<file path="src/rtl/alu_pkg.sv">
// ALU opcode encodings and legality check shared by the ALU arbiter slice.
package alu_pkg;

   typedef enum logic [3:0] {
      ALU_AND = 4'b0000,
      ALU_OR  = 4'b0001,
      ALU_ADD = 4'b0010,
      ALU_SUB = 4'b0110,
      ALU_NOR = 4'b1100
   } alu_op_t;

   function automatic logic alu_op_legal(input logic [3:0] op);
      case (op)
         ALU_AND, ALU_OR, ALU_ADD, ALU_SUB, ALU_NOR: return 1'b1;
         default:                                     return 1'b0;
      endcase
   endfunction

endpackage

</file>
<file path="src/rtl/rr_arbiter.sv">
// Round-robin arbiter: one-hot grant to the first requester at/after the pointer.
module rr_arbiter #(
   parameter int NREQ = 2
) (
   input  logic                                    clk,
   input  logic                                    rst_n,
   input  logic [NREQ-1:0]                         i_req,
   input  logic                                    i_adv,
   output logic [NREQ-1:0]                         o_grant,
   output logic [((NREQ > 1) ? $clog2(NREQ) : 1)-1:0] o_idx
);

   localparam int          PW = (NREQ > 1) ? $clog2(NREQ) : 1;
   localparam int unsigned NR = NREQ;

   logic [PW-1:0]   r_ptr;
   logic [NREQ-1:0] w_grant;
   logic [PW-1:0]   w_idx;
   logic            w_found;

   // Scan from the pointer with wrap-around; the first hit wins.
   always_comb begin
      w_grant = '0;
      w_idx   = '0;
      w_found = 1'b0;
      for (int unsigned k = 0; k < NR; k++) begin
         if (!w_found && i_req[(32'(r_ptr) + k) % NR]) begin
            w_found = 1'b1;
            w_idx   = PW'((32'(r_ptr) + k) % NR);
            w_grant[(32'(r_ptr) + k) % NR] = 1'b1;
         end
      end
   end

   always_ff @(posedge clk or negedge rst_n) begin
      if (!rst_n) begin
         r_ptr <= '0;
      end else if (i_adv) begin
         r_ptr <= (32'(w_idx) == NR - 1) ? '0 : w_idx + 1'b1;
      end
   end

   assign o_grant = w_grant;
   assign o_idx   = w_idx;

endmodule

</file>
<file path="src/rtl/alu_arbiter.sv">
// Shares one combinational ALU among NREQ requesters: round-robin accept,
// registered issue to the ALU, registered capture of the result.
module alu_arbiter
   import alu_pkg::*;
#(
   parameter int NREQ  = 2,
   parameter int WIDTH = 64
) (
   input  logic                  clk,
   input  logic                  rst_n,
   input  logic                  flush,
   input  logic [NREQ-1:0]       req_valid,
   output logic [NREQ-1:0]       req_ready,
   input  logic [NREQ*WIDTH-1:0] req_a,
   input  logic [NREQ*WIDTH-1:0] req_b,
   input  logic [NREQ*4-1:0]     req_op,
   output logic [NREQ-1:0]       rsp_valid,
   output logic [WIDTH-1:0]      rsp_result,
   output logic                  rsp_zero,
   output logic                  rsp_err,
   output logic [WIDTH-1:0]      alu_a,
   output logic [WIDTH-1:0]      alu_b,
   output logic [3:0]            alu_op,
   input  logic [WIDTH-1:0]      alu_result,
   input  logic                  alu_zero,
   output logic                  busy
);

   localparam int          PW = (NREQ > 1) ? $clog2(NREQ) : 1;
   localparam int unsigned NR = NREQ;
   localparam int unsigned WU = WIDTH;

   logic [NREQ-1:0]  w_grant;
   logic [PW-1:0]    w_gnt_idx;
   logic             w_accept;
   logic [WIDTH-1:0] w_sel_a;
   logic [WIDTH-1:0] w_sel_b;
   logic [3:0]       w_sel_op;
   logic             w_sel_legal;
   logic [WIDTH-1:0] w_cap_val;
   logic             w_unused_zero;

   logic [WIDTH-1:0] r_alu_a;
   logic [WIDTH-1:0] r_alu_b;
   logic [3:0]       r_alu_op;
   logic [PW-1:0]    r_iss_id;
   logic             r_iss_legal;
   logic             r_busy;
   logic [NREQ-1:0]  r_rsp_valid;
   logic [WIDTH-1:0] r_rsp_result;
   logic             r_rsp_zero;
   logic             r_rsp_err;

   // The ALU's own zero flag is not trusted; zero is recomputed on the captured value.
   assign w_unused_zero = alu_zero;

   rr_arbiter #(.NREQ(NREQ)) u_rr (
      .clk     (clk),
      .rst_n   (rst_n),
      .i_req   (req_valid),
      .i_adv   (w_accept),
      .o_grant (w_grant),
      .o_idx   (w_gnt_idx)
   );

   assign req_ready = w_grant & {NREQ{~flush & rst_n}};
   assign w_accept  = |req_ready;

   always_comb begin
      w_sel_a  = '0;
      w_sel_b  = '0;
      w_sel_op = '0;
      for (int unsigned i = 0; i < NR; i++) begin
         if (w_grant[i]) begin
            w_sel_a  = req_a[i*WU +: WIDTH];
            w_sel_b  = req_b[i*WU +: WIDTH];
            w_sel_op = req_op[i*4 +: 4];
         end
      end
      w_sel_legal = alu_op_legal(w_sel_op);
   end

   always_ff @(posedge clk or negedge rst_n) begin
      if (!rst_n) begin
         r_alu_a     <= '0;
         r_alu_b     <= '0;
         r_alu_op    <= ALU_ADD;
         r_iss_id    <= '0;
         r_iss_legal <= 1'b0;
         r_busy      <= 1'b0;
      end else begin
         r_busy <= w_accept;
         if (w_accept) begin
            r_alu_a     <= w_sel_legal ? w_sel_a : '0;
            r_alu_b     <= w_sel_legal ? w_sel_b : '0;
            r_alu_op    <= w_sel_legal ? w_sel_op : ALU_ADD;
            r_iss_id    <= w_gnt_idx;
            r_iss_legal <= w_sel_legal;
         end
      end
   end

   assign w_cap_val = r_iss_legal ? alu_result : '0;

   // A flush at the capture edge kills the issue-stage op; result flags hold.
   always_ff @(posedge clk or negedge rst_n) begin
      if (!rst_n) begin
         r_rsp_valid  <= '0;
         r_rsp_result <= '0;
         r_rsp_zero   <= 1'b0;
         r_rsp_err    <= 1'b0;
      end else begin
         r_rsp_valid <= '0;
         if (r_busy && !flush) begin
            r_rsp_valid  <= {{(NREQ-1){1'b0}}, 1'b1} << r_iss_id;
            r_rsp_result <= w_cap_val;
            r_rsp_zero   <= (w_cap_val == '0);
            r_rsp_err    <= ~r_iss_legal;
         end
      end
   end

   assign alu_a      = r_alu_a;
   assign alu_b      = r_alu_b;
   assign alu_op     = r_alu_op;
   assign busy       = r_busy;
   assign rsp_valid  = r_rsp_valid;
   assign rsp_result = r_rsp_result;
   assign rsp_zero   = r_rsp_zero;
   assign rsp_err    = r_rsp_err;

endmodule
</file>
<file path="config.mk">
export PLATFORM = sky130hd
export DESIGN_NAME = alu_arbiter
export DESIGN_NICKNAME = d
export VERILOG_FILES = /design/src/rtl/alu_pkg.sv /design/src/rtl/rr_arbiter.sv /design/src/rtl/alu_arbiter.sv
export SDC_FILE = /design/constraint.sdc
export NUM_CORES = 1
export LEC_CHECK = 0
export ABC_AREA = 1
export BUFFER_PORTS_ARGS = -buffer_cell sky130_fd_sc_hd__buf_4
export CORE_AREA = 2 2 208 210
export DETAILED_ROUTE_END_ITERATION = 6
export DIE_AREA = 0 0 210 212
export GPL_ROUTABILITY_DRIVEN = 0
export GPL_TIMING_DRIVEN = 0
export PLACE_DENSITY = 0.53
export SLEW_MARGIN = 15
export SYNTH_ARGS = -nofsm -noshare
export SYNTH_HDL_FRONTEND = slang
export SYNTH_SLANG_ARGS = --single-unit
</file>
<file path="constraint.sdc">
create_clock -name clk -period 1.6 [get_ports clk]
set_input_delay 0.32 -clock clk [delete_from_list [all_inputs] [get_ports clk]]
set_output_delay 0.32 -clock clk [all_outputs]
set_load 0.01 [all_outputs]
</file>
* Word level (Yosys, flattened, before mapping)
Cells that the tools add are included.
** Storage, ports and cells
- Flip-flop bits (word level) :: 204
- Bits of input ports :: 334
- Output and inout port bits :: 203
- Word-level logic and storage cells :: 63
** Operators by class
- Add/sub/neg operators :: 2
- $lt $le $gt $ge :: 4
- Equality and inequality tests :: 4
- Shift operators :: 1
- Mux-type cells :: 26
- Bitwise gates (word level) :: 5
- Reductions and logical operators :: 10
** Operator list (count)
- $mux 64 :: 7
- $logic_not 64->1 :: 1
- $mux 4 :: 3
- $mux 1 :: 11
- $mux 2 :: 3
- $reduce_or 5->1 :: 1
- $eq 4x1->1 const B :: 1
- $eq 4x2->1 const B :: 1
- $eq 4x3->1 const B :: 1
- $eq 4x4->1 const B :: 1
- $logic_and 1x1->1 :: 4
- $logic_not 4->1 :: 1
- $lt 1x2->1 const B :: 2
- $add 1x1->1 const B :: 2
- $and 2x2->2 :: 1
- $demux 1 s1 :: 2
- $ge 1x1->1 const B :: 2
- $logic_not 1->1 :: 2
- $not 1->1 :: 2
- $or 2x2->2 :: 1
- $reduce_or 2->1 :: 1
- $shl 1x1->2 const A :: 1
- $and 1x1->1 :: 1

* Depth between registers and ports, before layout
- Word-level depth :: 13
- Depth in mapped cells :: 11
- Mapped depth without buffers :: 10

* Modules after synthesis
From an unflattened synthesis, not the netlist that was laid out.
** Unflattened totals
- Cell total of the unflattened synthesis :: 1126
- Area, all modules :: 9610.5 um^2
** By module, submodules not included
- alu_arbiter :: instances 1, cells an instance 1115, area each 9545.4 um^2, seq. area each 5081.1 um^2
- rr_arbiter :: instances 1, cells an instance 11, area each 65.1 um^2, seq. area each 25.0 um^2

* Worst setup path before layout
Ideal clock, no wire load.
- Kind :: in2reg
- Start point :: input port req_valid[0]
- End point :: register r_alu_b[10], in the netlist alu_b[10]
- Setup time :: 0.066 ns
- Data arrival time :: 1.514 ns
- Required time :: 1.534 ns
- Slack :: 0.020 ns
- Stages on the path :: 10
- Buffers on the path :: 3
- Cell sequence :: buf_2 > nand2_2 > nand2_2 > nor2_2 > nor2_4 > a21oi_2 > buf_6 > buf_4 > nand3_1 > nand2_1
** Between the ends
- Elaborated cells on any way between the ends :: 24
- Those cells by class :: 4 x eq/ne; 13 x mux; 2 x bitwise; 5 x reduce/logical
** RTL lines
- from (decl) :: line alu_arbiter.sv:12 : input logic [NREQ-1:0] req_valid,
- $mux 1 (not written as such) (2 in a row) :: line rr_arbiter.sv:27 : if (!w_found && i_req[(32'(r_ptr) + k) % NR]) begin
- $mux 1 :: line rr_arbiter.sv:27
- $logic_not 1->1 :: line rr_arbiter.sv:27
- $logic_and 1x1->1 :: line rr_arbiter.sv:27
- $mux 2 (*) :: line rr_arbiter.sv:27
- $and 2x2->2 (*) :: line alu_arbiter.sv:66 : assign req_ready = w_grant & {NREQ{~flush & rst_n}};
- via req_ready[1] :: line alu_arbiter.sv:13 : output logic [NREQ-1:0] req_ready,
- $reduce_or 2->1 (*) :: line alu_arbiter.sv:67 : assign w_accept = |req_ready;
- to (signal assigned) :: line alu_arbiter.sv:95 : r_alu_b <= w_sel_legal ? w_sel_b : '0;
- to (decl) :: line alu_arbiter.sv:44 : logic [WIDTH-1:0] r_alu_b;
The timed path passes the listed nets; every way through them passes the cells marked *. The select of a mux whose other input is x is not followed.
A chain may end at the register's enable or synchronous reset.

* Worst setup path after layout
- Start point :: register u_rr.r_ptr
- End point :: register r_alu_op[3], in the netlist alu_op[3]
** Between the ends
- Cells in the longest elaborated chain, start to end :: 13
- Elaborated cells on any way between the ends :: 33
- Those cells by class :: 1 x add/sub; 4 x order compare; 4 x eq/ne; 15 x mux; 2 x bitwise; 7 x reduce/logical
** RTL lines
- from (decl) :: line rr_arbiter.sv:16 : logic [PW-1:0] r_ptr;
- from (signal assigned) :: line rr_arbiter.sv:39 : r_ptr <= (32'(w_idx) == NR - 1) ? '0 : w_idx + 1'b1;
- $add 1x1->1 (tied with other cells) :: line rr_arbiter.sv:27, rr_arbiter.sv:30
- $lt 1x2->1 (not written as such) (tied with other cells) :: line rr_arbiter.sv:30 : w_grant[(32'(r_ptr) + k) % NR] = 1'b1;
- $logic_and 1x1->1 (not written as such) or $mux 1 (tied branches) :: line rr_arbiter.sv:30
- $mux 1 (not written as such) or $demux 1 s1 (tied branches)
- $demux 1 s1 or $mux 2 (tied branches)
- $or 2x2->2 (no source line)
- $mux 2 (*) :: line rr_arbiter.sv:27
- $mux 4 (2 in a row) :: line alu_arbiter.sv:74 : if (w_grant[i]) begin
- $eq 4x1->1 (tied with other cells) :: line alu_pkg.sv:13 : case (op)
- $reduce_or 5->1 :: line alu_pkg.sv:13
- $mux 1 :: line alu_pkg.sv:13
- $mux 4 :: line alu_arbiter.sv:96 : r_alu_op <= w_sel_legal ? w_sel_op : ALU_ADD;
- to (signal assigned) :: line alu_arbiter.sv:96
- to (decl) :: line alu_arbiter.sv:45 : logic [3:0] r_alu_op;
Mark *: on every way between the ends. The rest lies on a longest branch, timed or not. The select of a mux whose other input is x is not followed.

==> summary.txt <==
Status
  – Status: complete, but fails checks
  – Violations in the final reports: setup timing

Hold path
  – Hold Crit Depth: 3
  – Min-Delay Endpoint: rsp_result[23]
  – Hold_sp: alu_result[23]
  – Class of the worst hold path: in -> reg

Layout
  – Filler cells: 4319
  – # nets final: 2088
  – Area grow syn2layout: 70.0%
  – Final Util: 39.5%
  – Layout cells sized above 1: 42.0%

Detailed routing
  – Vias: 11.1k
  – DR iter-0 viols: 655
  – Post-route DRC: 0
  – Via-to-Cell Ratio: 4.77
  – Final wirelength: 47.6 mm
  – Pre-Repair DR Iteration Count: 7
  – WL per Instance: 20.5 um
  – Final ANT Viol Nets: 0

Yosys
  – Asr flop ratio synth: 100%
  – Synth top area share: 51.5%
  – Syn Area/Cell: 8.75 um^2
  – Syn Inst Count: 1127
  – Top cells by count, synth: 381 x nand2_1, 203 x dfrtp_1, 172 x nand3_1
  – Synth top area cells: dfrtp_1 52%, nand2_1 14%, a32o_1 13%, nand3_1 8.7%, clkbuf_1 2.5%
  – Yosys warning count: 0
  – Adder-Cell Fraction of Synth Area: 0%
  – Largest family of logic cells by synthesized area: simple AND/OR/NAND/NOR gates
  – Simple-Gate Fraction of Synth Area: 24.6%
  – Post-synthesis mux area share: 0%
  – Net Count, Synth: 1461
  – Yosys cell types: 28
  – Most frequent cell after synthesis: nand2_1
  – Synth area leader: dfrtp_1
  – Synth Area in Compound Gates: 17.2%
  – Synth Area in XOR/XNOR: 0%
  – Flops & latches, synth: 204
  – Number of synthesized flops with an enable pin: 0
  – Post-Syn Area: 9860 um^2
  – Dominant synthesized flop cell: dfrtp_1
  – Sequential area share after synthesis: 51.8%

Critical path
  – Crit path capture type: flop
  – Worst-path cell chain: inv_2 > nand2_4 > nand2_8 > nor2_4 > nor2_4 > buf_6 > a21oi_4 > buf_6 > clkbuf_16 > clkbuf_16 > nand3_4 > nand2_1
  – Critical-path maximum fanout: 5
  – WS Path Type: reg -> reg
  – R2r worst-path depth: 12
  – Reg-to-Reg End: alu_op[3]
  – Worst Path Required: 2.09 ns
  – Endpoint arrival time on the critical path: 2.29 ns
  – R2R Setup Slk: -0.20 ns
  – Critical-path top delay cell: dfrtp_1
  – Worst setup path startpoint: u_rr.r_ptr
  – Reg2Reg Launch Point: u_rr.r_ptr
  – Worst setup SP type: flop
  – CP max stage delay: 0.40 ns

Timing
  – Tmin final: 1.80 ns
  – Slew Viols, Final: 0
  – Final WS setup: -0.202 ns
  – Endpoints failing hold: 0
  – Worst slew margin: 35.3%
  – Setup Viol. Count Final: 135
  – Final period utilization: 113%
  – Fin Hold WS: 0.0440 ns
  – Max Fclk: 0.555 GHz
  – RSZ-0062 raised after global routing: yes
  – Tightest Pin Transition: 0.967 ns
  – Clock Skew: 0.00733 ns

Pwr
  – Clock share of power: 29.5%
  – Switching share of power: 34.0%
  – Leak: 0.00875 uW
  – Internal power: 13400 uW
  – VDD IR max: 0.865 mV
  – Seq pwr share: 34.8%
  – NetSw: 6870 uW
  – Gate power share: 35.7%
  – Power Dens Cells: 1210 nW/um^2

Place
  – I/O Buffers: 534
  – Post-Place Setup Slack: -1.55 ns
  – Post-detailed-placement half-perimeter wirelength: 35.9 mm

Clock network
  – Deepest clock path buffer count: 3
  – CTS tree: done
  – CTS sink count: 204
  – Root Buffer: clkbuf_16
  – Cts bufs inserted: 27
  – CTS clk-pin slew, worst paths: 0.06 ns
  – CTS H-tree lvls: 1
  – Later-pin clock latency in the skew report: 0.55 ns

Global route
  – Largest net degree at the start of global routing: 88
  – First-pass GRT wire length: 68.5 mm
  – Number of global-route vias before repair: 11.3k
  – GR Overflow Total: 0
  – Number of antenna violations at the first check in global routing: 11
  – Total GRT Usage: 20.3%

Floorplanning
  – FP Rows: 76
  – Die area: 44500 um^2
  – Core box area: 42500 um^2
  – IO Pins: 537
  – Die H: 212 um
  – Die W: 210 um
  – Initial core utilization: 23.2%

Run
  – Max-cap check violation count: 0
==> cell type report <==
cell class | instances | area, um^2 | share of cell area, %
inverters | 40 | 153 | 0.910
multi-input cells | 775 | 4370 | 26.1
diodes | 7 | 17.5 | 0.104
repair buffers | 600 | 4830 | 28.8
clock inverters | 8 | 77.6 | 0.463
well taps | 546 | 683 | 4.07
flip-flops and latches | 204 | 5110 | 30.5
plain buffers | 106 | 742 | 4.42
clock buffers | 37 | 793 | 4.73
==> stage by stage <==
stage | setup TNS [ns] | std cells | area [um^2] | power [uW]
after floorplan | 0 | 1127 | 9860 | 9870
after global placement | -722.87 | 2207 | 14600 | 13600
final | -18.01 | 2323 | 16800 | 20200
after detailed placement | -193.84 | 2209 | 14600 | 13700
after CTS | -19.74 | 2305 | 16500 | 20300
after global routing | -30.83 | 2322 | 16800 | 21300
==> cell usage in the layout, fill, tap and decap left out, drive strengths merged <==
cell type      n
o211ai         2
nand2        384
o22ai          2
a21oi         11
dlygate4sd3   28
bufbuf         1
dfrtp        203
clkbuf       104
o31ai         28
bufinv         1
inv           41
diode          7
nand3b         1
clkinv         4
nand4          3
nor3           3
or2            1
nor2          16
a31oi          2
buf          610
o21ai         22
nand3        172
dfstp          1
clkinvlp       2
a32o         128
==> power by group through the flow <==
stage,logic [uW],clock network (uW),registers [uW]
after floorplan,2360,0,7520
after global placement,6610,0,7040
after detailed placement,6650,0,7060
after CTS,7100,6160,7040
after global routing,7830,6340,7180
final,7210,5970,7040
==> critical path, delay by kind of cell (launching register included) <==
kind | cells | cell delay [ns]
DFF | 1 | 0.40
and+or+nand+nor | 6 | 0.52
AOI/OAI and AO/OA | 1 | 0.14
buffers and inverters | 5 | 0.67
==> flip-flops by register name, indices dropped and copies added (netlist names) <==
name / count
alu_a: 64
alu_b: 64
rsp_result: 64
alu_op: 4
rsp_valid: 2
busy: 1
r_iss_id: 1
r_iss_legal: 1
rsp_err: 1
rsp_zero: 1
u_rr.r_ptr: 1
==> layer usage <==
layer	part of all wire (%)	wire, um	track usage (%)	up-vias
li1	-	-	-	5232
met1	37	17800	22.4	5259
met2	49	23300	35.4	467
met3	8.7	4120	7.00	108
met4	5.0	2380	9.32	4
met5	0.071	34	0	-
==> logic make-up after synthesis <==
group | after synthesis
buf+inv | 148
compound gates | 195
simple gates | 580
flops | 204
==> worst max path at each step <==
| stage | end | slack [ns] | cells past startpoint |
|---|---|---|---|
| 2_1_floorplan | alu_b[10] | 0.02 | 10 |
| 3_3_place_gp | alu_op[3] | -3.31 | 9 |
| 3_5_place_dp | alu_op[3] | -1.55 | 10 |
| 4_1_cts | req_ready[0] | -0.21 | 4 |
| 5_1_grt | alu_op[0] | -0.30 | 11 |
| 6_report | alu_op[3] | -0.20 | 12 |
==> repair_timing <==
action,in CTS,in global routing
buffers inserted,19,9
pin swaps,10,36
hold buffers,31,0
hold endpoints to repair,99,0
cloned,3,3
gates resized for setup,135,54
setup endpoints to repair,203,147
Note: power is estimated with default switching activity, not from simulation.
